<file path="config.mk">
export PLATFORM = sky130hd
export DESIGN_NAME = hfrv_bus_bridge
export DESIGN_NICKNAME = d
export VERILOG_FILES = /design/src/rtl/hfrv_bus_bridge.sv
export SDC_FILE = /design/constraint.sdc
export NUM_CORES = 1
export LEC_CHECK = 0
export ABC_AREA = 1
export CAP_MARGIN = 0
export CORE_MARGIN = 2
export CORE_UTILIZATION = 46
export DETAILED_ROUTE_END_ITERATION = 8
export GPL_TIMING_DRIVEN = 0
export PLACE_DENSITY = 0.92
export RECOVER_POWER = 100
export SLEW_MARGIN = 15
export SYNTH_ARGS = -nofsm -noshare
export SYNTH_HDL_FRONTEND = slang
export SYNTH_SLANG_ARGS = --single-unit
</file>
<file path="constraint.sdc">
create_clock -name clk -period 5.1 [get_ports clk]
set_input_delay 1.275 -clock clk [delete_from_list [all_inputs] [get_ports clk]]
set_output_delay 1.275 -clock clk [all_outputs]
set_load 0.02 [all_outputs]
</file>
<file path="src/rtl/hfrv_bus_bridge.sv">
// hfrv_bus_bridge
//   Bridge between the HF-RISCV core bus and external memory. Core accesses
//   below PERIPH_BASE go to memory with MEM_WAIT inserted wait states; accesses
//   at or above PERIPH_BASE hit a small internal register block (exit/halt,
//   debug character, cycle counter, interrupt status/mask) and never stall.
//
// Ports
//   clk, rst_n               clock (rising edge), async active-low reset
//   core_addr/req/be/wdata   core request; be == 0 is a read; req held while stalled
//   core_rdata, core_stall   read data and wait-state stall back to the core
//   core_irq                 registered |(status & mask)
//   mem_addr/en/we/wdata     word-aligned memory request
//   mem_rdata                memory read data, combinational from mem_addr
//   ext_irq                  level interrupt sources, OR-ed into status each cycle
//   dbg_valid, dbg_char      one-cycle pulse + character on a debug-register write
//   halt, exit_code          sticky stop flag and last value written to EXIT
//
// Optional feature (macro HFRV_BUS_ALIGN_CHECK_EN): adds output bus_err, which
// flags a misaligned access on its completing cycle; such an access writes
// nothing and reads 32'hDEAD_BEEF.
//
// Handshake: an access is presented with core_req high and held stable until
// a cycle in which core_stall is low; that cycle completes the access (write
// committed at its closing edge, read data valid during it).
//
// CNT_INIT is the counter's reset value (0 in normal use).

module hfrv_bus_bridge #(
  parameter int          MEM_WAIT    = 1,
  parameter logic [31:0] PERIPH_BASE = 32'hE000_0000,
  parameter int          IRQ_W       = 8,
  parameter logic [31:0] CNT_INIT    = 32'h0
) (
  input  logic             clk,
  input  logic             rst_n,
  input  logic [31:0]      core_addr,
  input  logic             core_req,
  input  logic [3:0]       core_be,
  input  logic [31:0]      core_wdata,
  output logic [31:0]      core_rdata,
  output logic             core_stall,
  output logic             core_irq,
  output logic [31:0]      mem_addr,
  output logic             mem_en,
  output logic [3:0]       mem_we,
  output logic [31:0]      mem_wdata,
  input  logic [31:0]      mem_rdata,
  input  logic [IRQ_W-1:0] ext_irq,
  output logic             dbg_valid,
  output logic [7:0]       dbg_char,
  output logic             halt,
  output logic [31:0]      exit_code
`ifdef HFRV_BUS_ALIGN_CHECK_EN
  ,
  output logic             bus_err
`endif
);

  localparam logic [31:0] EXIT_ADDR   = 32'hE000_0000;
  localparam logic [31:0] DEBUG_ADDR  = 32'hF000_00D0;
  localparam logic [31:0] COUNT_ADDR  = 32'hF000_0100;
  localparam logic [31:0] STATUS_ADDR = 32'hF000_0200;
  localparam logic [31:0] MASK_ADDR   = 32'hF000_0210;

  logic [2:0]       wcnt;
  logic [31:0]      count;
  logic [IRQ_W-1:0] irq_status;
  logic [IRQ_W-1:0] irq_mask;

  logic        req_v;
  logic        is_mem;
  logic        last;
  logic        bad;
  logic        pwr;
  logic [31:0] waddr;

  // Reset gates the request so an in-flight access is dropped at once.
  assign req_v  = core_req & rst_n;
  assign is_mem = core_addr < PERIPH_BASE;
  assign waddr  = {core_addr[31:2], 2'b00};
  // wcnt counts stalled cycles of the current memory access.
  assign last   = (wcnt == 3'(MEM_WAIT));

`ifdef HFRV_BUS_ALIGN_CHECK_EN
  logic misaligned;
  always_comb begin
    misaligned = 1'b0;
    case (core_be)
      4'b0000, 4'b0001, 4'b0010, 4'b0100, 4'b1000: misaligned = 1'b0;
      4'b0011, 4'b1100: misaligned = core_addr[0];
      4'b1111:          misaligned = (core_addr[1:0] != 2'b00);
      default:          misaligned = 1'b1;
    endcase
  end
  assign bad     = req_v & misaligned;
  assign bus_err = bad & (~is_mem | last);
`else
  assign bad = 1'b0;
`endif

  // Peripheral write strobe: peripherals complete in the request cycle.
  assign pwr = req_v & ~is_mem & (core_be != 4'b0000) & ~bad;

  always_comb begin
    mem_en     = 1'b0;
    mem_we     = 4'b0000;
    core_stall = 1'b0;
    core_rdata = 32'h0;
    mem_addr   = rst_n ? waddr : 32'h0;
    mem_wdata  = rst_n ? core_wdata : 32'h0;
    if (req_v && is_mem) begin
      mem_en     = 1'b1;
      core_stall = ~last;
      if (last) begin
        if (!halt && !bad) mem_we = core_be;
        core_rdata = bad ? 32'hDEAD_BEEF : mem_rdata;
      end
    end else if (req_v) begin
      case (waddr)
        EXIT_ADDR:   core_rdata = exit_code;
        COUNT_ADDR:  core_rdata = count;
        STATUS_ADDR: core_rdata = 32'(irq_status);
        MASK_ADDR:   core_rdata = 32'(irq_mask);
        default:     core_rdata = 32'h0;
      endcase
      if (bad) core_rdata = 32'hDEAD_BEEF;
    end
  end

  always_ff @(posedge clk or negedge rst_n) begin
    if (!rst_n) begin
      wcnt <= 3'd0;
    end else if (req_v && is_mem && !last) begin
      wcnt <= wcnt + 3'd1;
    end else begin
      // Completion (or idle) rearms the count so back-to-back accesses each wait.
      wcnt <= 3'd0;
    end
  end

  always_ff @(posedge clk or negedge rst_n) begin
    if (!rst_n) begin
      exit_code  <= 32'h0;
      halt       <= 1'b0;
      dbg_valid  <= 1'b0;
      dbg_char   <= 8'h0;
      count      <= CNT_INIT;
      irq_status <= '0;
      irq_mask   <= '0;
      core_irq   <= 1'b0;
    end else begin
      count     <= count + 32'd1;
      dbg_valid <= pwr && (waddr == DEBUG_ADDR) && core_be[0];
      if (pwr && (waddr == DEBUG_ADDR) && core_be[0]) dbg_char <= core_wdata[7:0];
      if (pwr && (waddr == EXIT_ADDR)) begin
        exit_code <= core_wdata;
        halt      <= 1'b1;
      end
      if (pwr && (waddr == MASK_ADDR)) irq_mask <= core_wdata[IRQ_W-1:0];
      // W1C clear first, then OR in live sources so a new event is never lost.
      irq_status <= (irq_status &
                     ~((pwr && (waddr == STATUS_ADDR)) ? core_wdata[IRQ_W-1:0] : '0))
                    | ext_irq;
      core_irq <= |(irq_status & irq_mask);
    end
  end

endmodule

</file>
### Word level (Yosys, flattened, before mapping)

Index checks and enable logic that the tools add are counted.

| cells by class | value |
|---|---|
| reduce and logical (&&, ||, !) cells | 10 |
| add/sub/neg operators | 2 |
| $lt $le $gt $ge | 1 |
| multiplexer cells | 13 |
| bitwise logic cells | 9 |
| equality and inequality tests | 6 |

Operator list:

| cell | number |
|---|---|
| $mux 32 | 5 |
| $eq 30x30->1 const B | 5 |
| $pmux 32 s4 | 1 |
| $add 32x1->32 const B | 1 |
| $lt 32x32->1 const B | 1 |
| $and 8x8->8 | 2 |
| $mux 4 | 3 |
| $mux 8 | 1 |
| $not 8->8 | 1 |
| $or 8x8->8 | 1 |
| $reduce_or 8->1 | 1 |
| $logic_and 1x1->1 | 7 |
| $reduce_bool 4->1 | 1 |
| $add 3x1->3 const B | 1 |
| $and 1x1->1 | 3 |
| $eq 3x1->1 const B | 1 |
| $mux 3 | 1 |
| $mux 1 | 2 |
| $not 1->1 | 2 |
| $logic_not 1->1 | 1 |

| storage, ports and cells | value |
|---|---|
| register bits after elaboration | 94 |
| input port bits | 111 |
| output and inout port bits | 145 |
| word-level logic and storage cells | 50 |

### Longest topological paths before layout

Gate-level depths: netlist of the first run.

| logic depth | value |
|---|---|
| word-level depth | 9 |
| depth in mapped cells | 12 |
| mapped depth without buffers | 10 |

### Least setup slack after synthesis of the first run

No wires, ideal clock.

| timing path | value |
|---|---|
| kind | input to output |
| from | in rst_n |
| to | out core_rdata[11] |
| slack | 1.266 ns |
| required time | 3.825 ns |
| arrival time | 2.559 ns |
| cell stages on the path | 10 |
| cell sequence | buf_2 nand2_1 inv_2 nand2_1 inv_1 nand2_1 inv_1 clkbuf_1 nand2_1 nand2_1 |

| between the ends | value |
|---|---|
| longest elaborated chain between the ends | 3 |

RTL lines:

| item | line | source |
|---|---|---|
| from (decl) | 35 | `input logic rst_n,` |
| $and 1x1->1 (*) | 78 | `assign req_v = core_req & rst_n;` |
| $mux 32 or $logic_and 1x1->1 (tied branches) | 118, 111 |  |
| $mux 32 (*) | 111 | `if (req_v && is_mem) begin` |
| to (decl) | 40 | `output logic [31:0] core_rdata,` |

Mark *: on every way between the ends. The rest lies on a longest branch, timed or not.

### Final worst setup path of the first run

| timing path | value |
|---|---|
| from | in core_addr[10] |
| to | out core_rdata[17] |

| between the ends | value |
|---|---|
| longest elaborated chain between the ends | 4 |

RTL lines:

| item | line | source |
|---|---|---|
| from (decl) | 36 | `input logic [31:0] core_addr,` |
| branches (longest 3 deep; another with $lt 32x32->1) | n/a |  |
| $mux 32 (*) | 111 |  |

Every way passes the cells marked *.

==> impl_metrics.csv, run 1 <==
group,metric,value,unit
clocking,cts_tree,"built",
global_routing,grt_use_met1,38.78,%
finish,layout-drive-gt1-share,5.977,%
placement,io_buffer_count,251,
route,vias,6578,
sta,clock.fmax,200.2,MHz
placement,placed_cells,1267,
finish,fin_util,72.45,%
yosys,synth-compound-area-share,5.756,%
yosys,yosysSeqAreaShare,40.68,%
floorplanning,initial_core_util,47.54,%
power,p_per_area,189.3,nW/um^2
critical_path,cp-end-kind,"primary output",
finish,layout.nets,1230,
clocking,hold_buffers,0,
flow_run,drv_cap,0,
route,drt_wl_total,20.79,mm
sta,fin_crit_sh,97.92,%
global_routing,antenna_found_initial,0,
yosys,synth_top_family_by_area,"simple AND/OR/NAND/NOR gates",
critical_path,path_class,"input pin to primary output",
yosys,synth_xor_xnor_area_share,4.544,%
route,vias_per_cell,5.103,
yosys,syn_avg_cell_area,6.834,um^2
clocking,cts_buffer_depth,2,
yosys,synth-seq-cells,94,
clocking,cts_buffers,9,
finish,fin_cells,1289,
yosys,synth_top_area_share,40.68,%
critical_path,r2r_end,"count[26]",
placement,dp_hpwl,16.08,mm
route,drcViolationCount,0,
floorplanning,die_h,116.1,um
floorplanning,core_region_area,12160,um^2
sta,slew_viol_final,0,
power,ir_drop,0.0001368,V
sta,worst_pin_slew,1268,ps
global_routing,globalRouteMet3Util,6.798,%
global_routing,gr-max-usage-layer,"met2",
placement,gp_congestion,0.9555,
critical_path,startpoint_type,"input pin",
global_routing,grt_pass1_vias,6221,
sta,hold_ws,462.6,ps
yosys,synth_cell_types,33,
finish,antenna_cells,0,
clocking,clkLatencyLatePin,350,ps
sta,tns,0,ps
critical_path,r2r_slack,2880,ps
min_path,hold_path_startpoint,"wcnt[0]",
critical_path,timing.rr.start,"count[0]",
critical_path,worst_ep_arrival_time,3720,ps
global_routing,grt_max_degree,61,
clocking,root_buffer,"clkbuf_16",
yosys,syn_area,5782,um^2
outcome,status,"completed",
floorplanning,rows,40,
placement,place_ws,-819.7,ps
route,wl_per_cell,16.13,um
floorplanning,die_area,13480,um^2
floorplanning,die_w,116.1,um
critical_path,worstPathMaxFanout,10,
min_path,min_to,"wcnt[0]",
sta,maxSlewHeadroom,15.50,%
route,dr.pass1.iters,6,
floorplanning,io_pins,256,
finish,area_growth,52.39,%
min_path,hold_depth,1,
clocking,htree_levels,3,
critical_path,worstPathRequired,3830,ps
power,p_leak,4.822,nW
sta,fin_ws,105.9,ps
yosys,yosysWarnings,0,
sta,finalCriticalPeriod,4994,ps
sta,setup_viol,0,
yosys,synth.mux.area_fraction,0,%
global_routing,grt_pass1_wl,31.50,mm
route,ant_nets,0,
min_path,hp-class,"flop to flop",
sta,finalHoldViolations,0,
yosys,yosys.area_share.simple,35.14,%
yosys,synth_area_leaders,"dfrtp_1 41%, nand2_1 21%, inv_1 8.8%, nand3_1 6.2%, xor2_1 4.1%",
yosys,syn_inst,846,
critical_path,startpoint,"core_addr[10]",
sta,clock_skew,8.588,ps
clocking,cts.clk_slew.worst_paths,60,ps
global_routing,grt_overflow,0,
yosys,synth_top_cell_by_area,"dfrtp_1",
critical_path,reg2reg_depth,7,
global_routing,met2_usage,50.33,%
yosys,synthAdderAreaFrac,0.6492,%
global_routing,grt_usage,30.08,%
clocking,cts.sinks,94,
route,drt_iter0_markers,605,
stage by stage:
| stage | total power [mW] | instance area, um^2 |
|---|---|---|
| after global placement | 1.033 | 8508 |
| after floorplan | 0.8558 | 5786 |
| after detailed placement | 1.038 | 8526 |
| final | 1.668 | 8811 |
| after CTS | 1.680 | 8831 |
| after global routing | 1.723 | 8811 |
placed cells by master, fill, tap and decap left out, types with 7 or more instances in the layout:
cell | netlist | final
nand2_1 | 327 | 328
inv_1 | 135 | 134
clkdlybuf4s50_1 | 0 | 127
dlygate4sd3_1 | 0 | 113
dfrtp_1 | 94 | 94
nand3_1 | 72 | 75
o21ai_0 | 15 | 30
nor2_1 | 28 | 29
o21ai_1 | 44 | 29
xor2_1 | 27 | 27
clkbuf_1 | 10 | 20
nor3_1 | 16 | 17
buf_4 | 3 | 9
clkbuf_16 | 0 | 9
inv_2 | 8 | 8
nand4_1 | 7 | 7
nor2_2 | 7 | 7
registers in the layout (all words and copies together), names as in the netlist:
register	count
count	32
halt	1
irq_status	8
wcnt	3
dbg_valid	1
dbg_char	8
irq_mask	8
core_irq	1
exit_code	32
critical path: stages:
cell	delay (ps)
clkdlybuf4s50_1	430
inv_2	60
nand2_1	70
nor2_2	120
nand2_2	120
nor2_4	230
and2_1	180
buf_6	120
buf_6	160
nand2_1	70
o21ai_1	90
nand2_1	110
nand2_1	80
clkdlybuf4s50_1	600
where the power goes:
group / leakage (nW) / internal [mW] / total (mW) / switching (mW)
logic: 3.43 / 0.134 / 0.269 / 0.135
registers: 1.25 / 0.746 / 0.746 / 0.000536
clock network: 0.145 / 0.342 / 0.653 / 0.310
how the worst max path moves through the flow:
stage                     cells past startpoint  slack [ps]              to
final                                        14         110  core_rdata[17]
after CTS                                    11          40  core_rdata[21]
after global placement                       12       -3690  core_rdata[14]
after global routing                         14         -10  core_rdata[17]
after detailed placement                     13        -820  core_rdata[25]
after floorplan                              10        1270  core_rdata[11]
routing by layer:
layer,up-vias,wire (um)
met5,-,0
met4,0,562
met3,58,1935
met2,386,10410
met1,3014,7889
li1,3120,-
final cells by class:
cell class	count	area, um^2
Fill cell	908	3351
Multi-Input combinational cell	576	2638
Timing Repair Buffer	259	2570
Sequential cell	94	2352
Inverter	143	536.8
Clock buffer	9	225.2
Buffer	33	211.5
Tap cell	168	210.2
Clock inverter	7	67.56
Yosys cell counts:
cell / number
nand2_1: 327
a31oi_1: 1
nor2_2: 7
nor3_1: 16
inv_2: 8
dfrtp_1: 94
nand3_2: 3
a22o_1: 1
ha_1: 3
nand3_1: 72
nand2_4: 1
a221oi_1: 2
inv_1: 135
nand4_1: 7
and2_1: 2
nand3b_1: 1
buf_2: 11
nor2_1: 28
conb_1: 1
nor4_1: 2
xnor2_1: 3
o21ai_1: 44
o21ai_0: 15
nor2_4: 5
a21oi_1: 1
buf_1: 2
buf_8: 3
nand2_2: 5
nor3_2: 1
buf_4: 3
clkbuf_1: 10
buf_6: 5
xor2_1: 27
kinds of logic after synthesis:
| group | after synthesis |
|---|---|
| AOI/OAI and AO/OA | 64 |
| xor gates and xnor gates | 30 |
| adders and majority gates | 3 |
| buffers and inverters | 177 |
| DFF | 94 |
| other | 1 |
| and+or+nand+nor | 477 |
what timing repair did:
action	4_1_cts	5_1_grt
hold endpoints to repair	0	0
endpoints found under the setup margin	36	30
setup buffers	0	6
gates resized for setup	7	15
pin swaps	0	2
cloned	0	1
No activity file was read; power rests on OpenSTA's default activity.
==> inputs of run 2 (changes only) <==
- CAP_MARGIN: 0 -> 20
==> results of run 2 <==
Same layout as run 1: the final DEF is identical, and so are final timing and power.
==> inputs of run 3 (changes only) <==
- CORE_MARGIN: 2 -> 3
==> impl_metrics.csv, run 3 (synthesis results as in run 1) <==
group,metric,value,unit
finish,final_common_cell,"nand2_1",
route,drt_wl_total,22.79,mm
finish,antenna_cells,0,
clocking,hold_buffers,0,
critical_path,critPathMostFrequentCell,"nand2_1",
global_routing,antenna_found_initial,0,
critical_path,worst_ep_arrival_time,3810,ps
critical_path,startpoint,"core_addr[31]",
placement,gp_congestion,0.9147,
finish,layout_common_cells,"327 x nand2_1, 221 x clkdlybuf4s50_1, 134 x inv_1",
power,p_per_area,210.8,nW/um^2
finish,layout-drive-gt1-share,6.940,%
sta,worst_pin_slew,1705,ps
floorplanning,rows,40,
route,dr.pass1.iters,6,
route,vias,6867,
clocking,cts.clk_slew.worst_paths,70,ps
min_path,hold_path_startpoint,"wcnt[0]",
flow_run,drv_cap,1,
global_routing,grt_max_degree,61,
route,ant_nets,0,
power,switchingPower,0.4413,mW
placement,dp_hpwl,16.32,mm
clocking,cts_tree,"built",
placement,place_ws,-704.8,ps
critical_path,crit_slowest_cell,"clkdlybuf4s50_1",
critical_path,cp-end-kind,"primary output",
power,pwr-share-clk,46.2,%
sta,maxSlewHeadroom,-13.67,%
sta,finalHoldViolations,0,
outcome,violations,"capacitance limit, slew limit",
power,p_leak,5.123,nW
route,drt_iter0_markers,797,
power,power_frac_comb,14.8,%
sta,fin_ws,16.02,ps
critical_path,worstPathCellList,"clkdlybuf4s50_1, nand2_1, nor2_2, nand3_1, nor2_4, clkbuf_4, nand3_1, nand2_1, o21ai_0, nand2_1, clkdlybuf4s50_1",
clocking,root_buffer,"clkbuf_16",
finish,layout.nets,1233,
critical_path,startpoint_type,"input pin",
sta,finalCriticalPeriod,5084,ps
sta,clock_skew,4.880,ps
floorplanning,io_pins,256,
critical_path,worstPathRequired,3830,ps
floorplanning,die_h,118.1,um
clocking,cts.sinks,94,
critical_path,path_class,"input pin to primary output",
clocking,cts_buffer_depth,2,
global_routing,grt_overflow,0,
route,wl_per_cell,17.64,um
finish,fill_cells,833,
global_routing,grt_pass1_wl,33.55,mm
power,seqPwrFrac,39.0,%
floorplanning,die_w,118.1,um
clocking,clkLatencyLatePin,350,ps
floorplanning,die_area,13950,um^2
floorplanning,core_region_area,12160,um^2
clocking,htree_levels,3,
clocking,cts_buffers,9,
route,drcViolationCount,0,
placement,io_buffer_count,251,
global_routing,grt_pass1_vias,6564,
sta,clock.fmax,196.7,MHz
sta,slew_viol_final,31,
finish,top_regs,"count: 32 flops, exit_code: 32 flops",
min_path,hp-class,"flop to flop",
critical_path,worstPathMaxFanout,10,
outcome,status,"complete, but fails checks",
floorplanning,initial_core_util,47.54,%
power,swShare,23.08,%
sta,setup_viol,0,
critical_path,timing.rr.start,"count[0]",
critical_path,worst-path-buf-inv,3,
critical_path,slowest_delay,610,ps
critical_path,crit_family,"buffers and inverters",
power,intPower,1.471,mW
placement,placed_area,8533,um^2
finish,area_growth,56.87,%
global_routing,grt_usage,29.89,%
power,ir_drop,0.0001840,V
finish,fin_area,9070,um^2
sta,tns,0,ps
sta,fin_crit_sh,99.69,%
route,vias_per_cell,5.315,
[run 3: area by class of cell]
cell class	instances	area, um^2	area share (%)
Clock buffer	9	225.2	2.483
Tap cell	168	210.2	2.318
Timing Repair Buffer	262	2689	29.65
Sequential cell	94	2352	25.93
Multi-Input combinational cell	576	2660	29.33
Inverter	143	536.8	5.918
Clock inverter	7	167.7	1.849
Buffer	33	229.0	2.524
[run 3: through the flow]
step / hold WS, ps / total power [mW] / std cells / util, %
floorplan: 436.5 / 0.8558 / 847 / -
global placement: 452.1 / 1.033 / 1266 / 69.96
detailed placement: 460.4 / 1.039 / 1267 / 70.16
CTS: 469.0 / 1.907 / 1282 / 73.54
global route: 484.2 / 1.954 / 1292 / 74.58
finish: 465.0 / 1.912 / 1292 / 74.58
[run 3: worst reg2reg max path, delay by kind of cell (launching register included)]
kind / cells / cell delay (ps)
adders and majority gates: 1 / 240
and+or+nand+nor: 5 / 1380
DFF: 1 / 410
xor gates and xnor gates: 1 / 170
[run 3: power groups by stage]
stage / clock network, mW / logic, mW / registers [mW]
after floorplan: 0 / 0.0949 / 0.761
after global placement: 0 / 0.272 / 0.761
after detailed placement: 0 / 0.279 / 0.761
after CTS: 0.879 / 0.281 / 0.746
after global routing: 0.907 / 0.300 / 0.746
final: 0.883 / 0.282 / 0.746
[run 3: path summary, 6_finish.rpt]
path | endpoint | slack, ps | depth (start not counted)
max in group asynchronous | exit_code[17] | 2380 | 2
min in group asynchronous | exit_code[18] | 810 | 1
hold / removal | wcnt[0] | 460 | 1
setup / recovery | core_rdata[3] | 20 | 11
hold reg to reg | wcnt[0] | 460 | 1
setup reg to reg | count[26] | 2780 | 7
[run 3: layer usage]
metal	track usage (%)	up-vias	share of wire [%]
met4	10.33	0	3.3
met5	0	-	0
met2	51.09	482	50
met1	37.70	3178	37
met3	5.959	83	10
li1	-	3124	-
[run 3: timing repair]
item / in CTS / in global routing
resized for setup: 8 / 32
endpoints found under the setup margin: 35 / 32
buffers inserted: 0 / 9
pin swaps: 1 / 3
gates cloned: 0 / 1
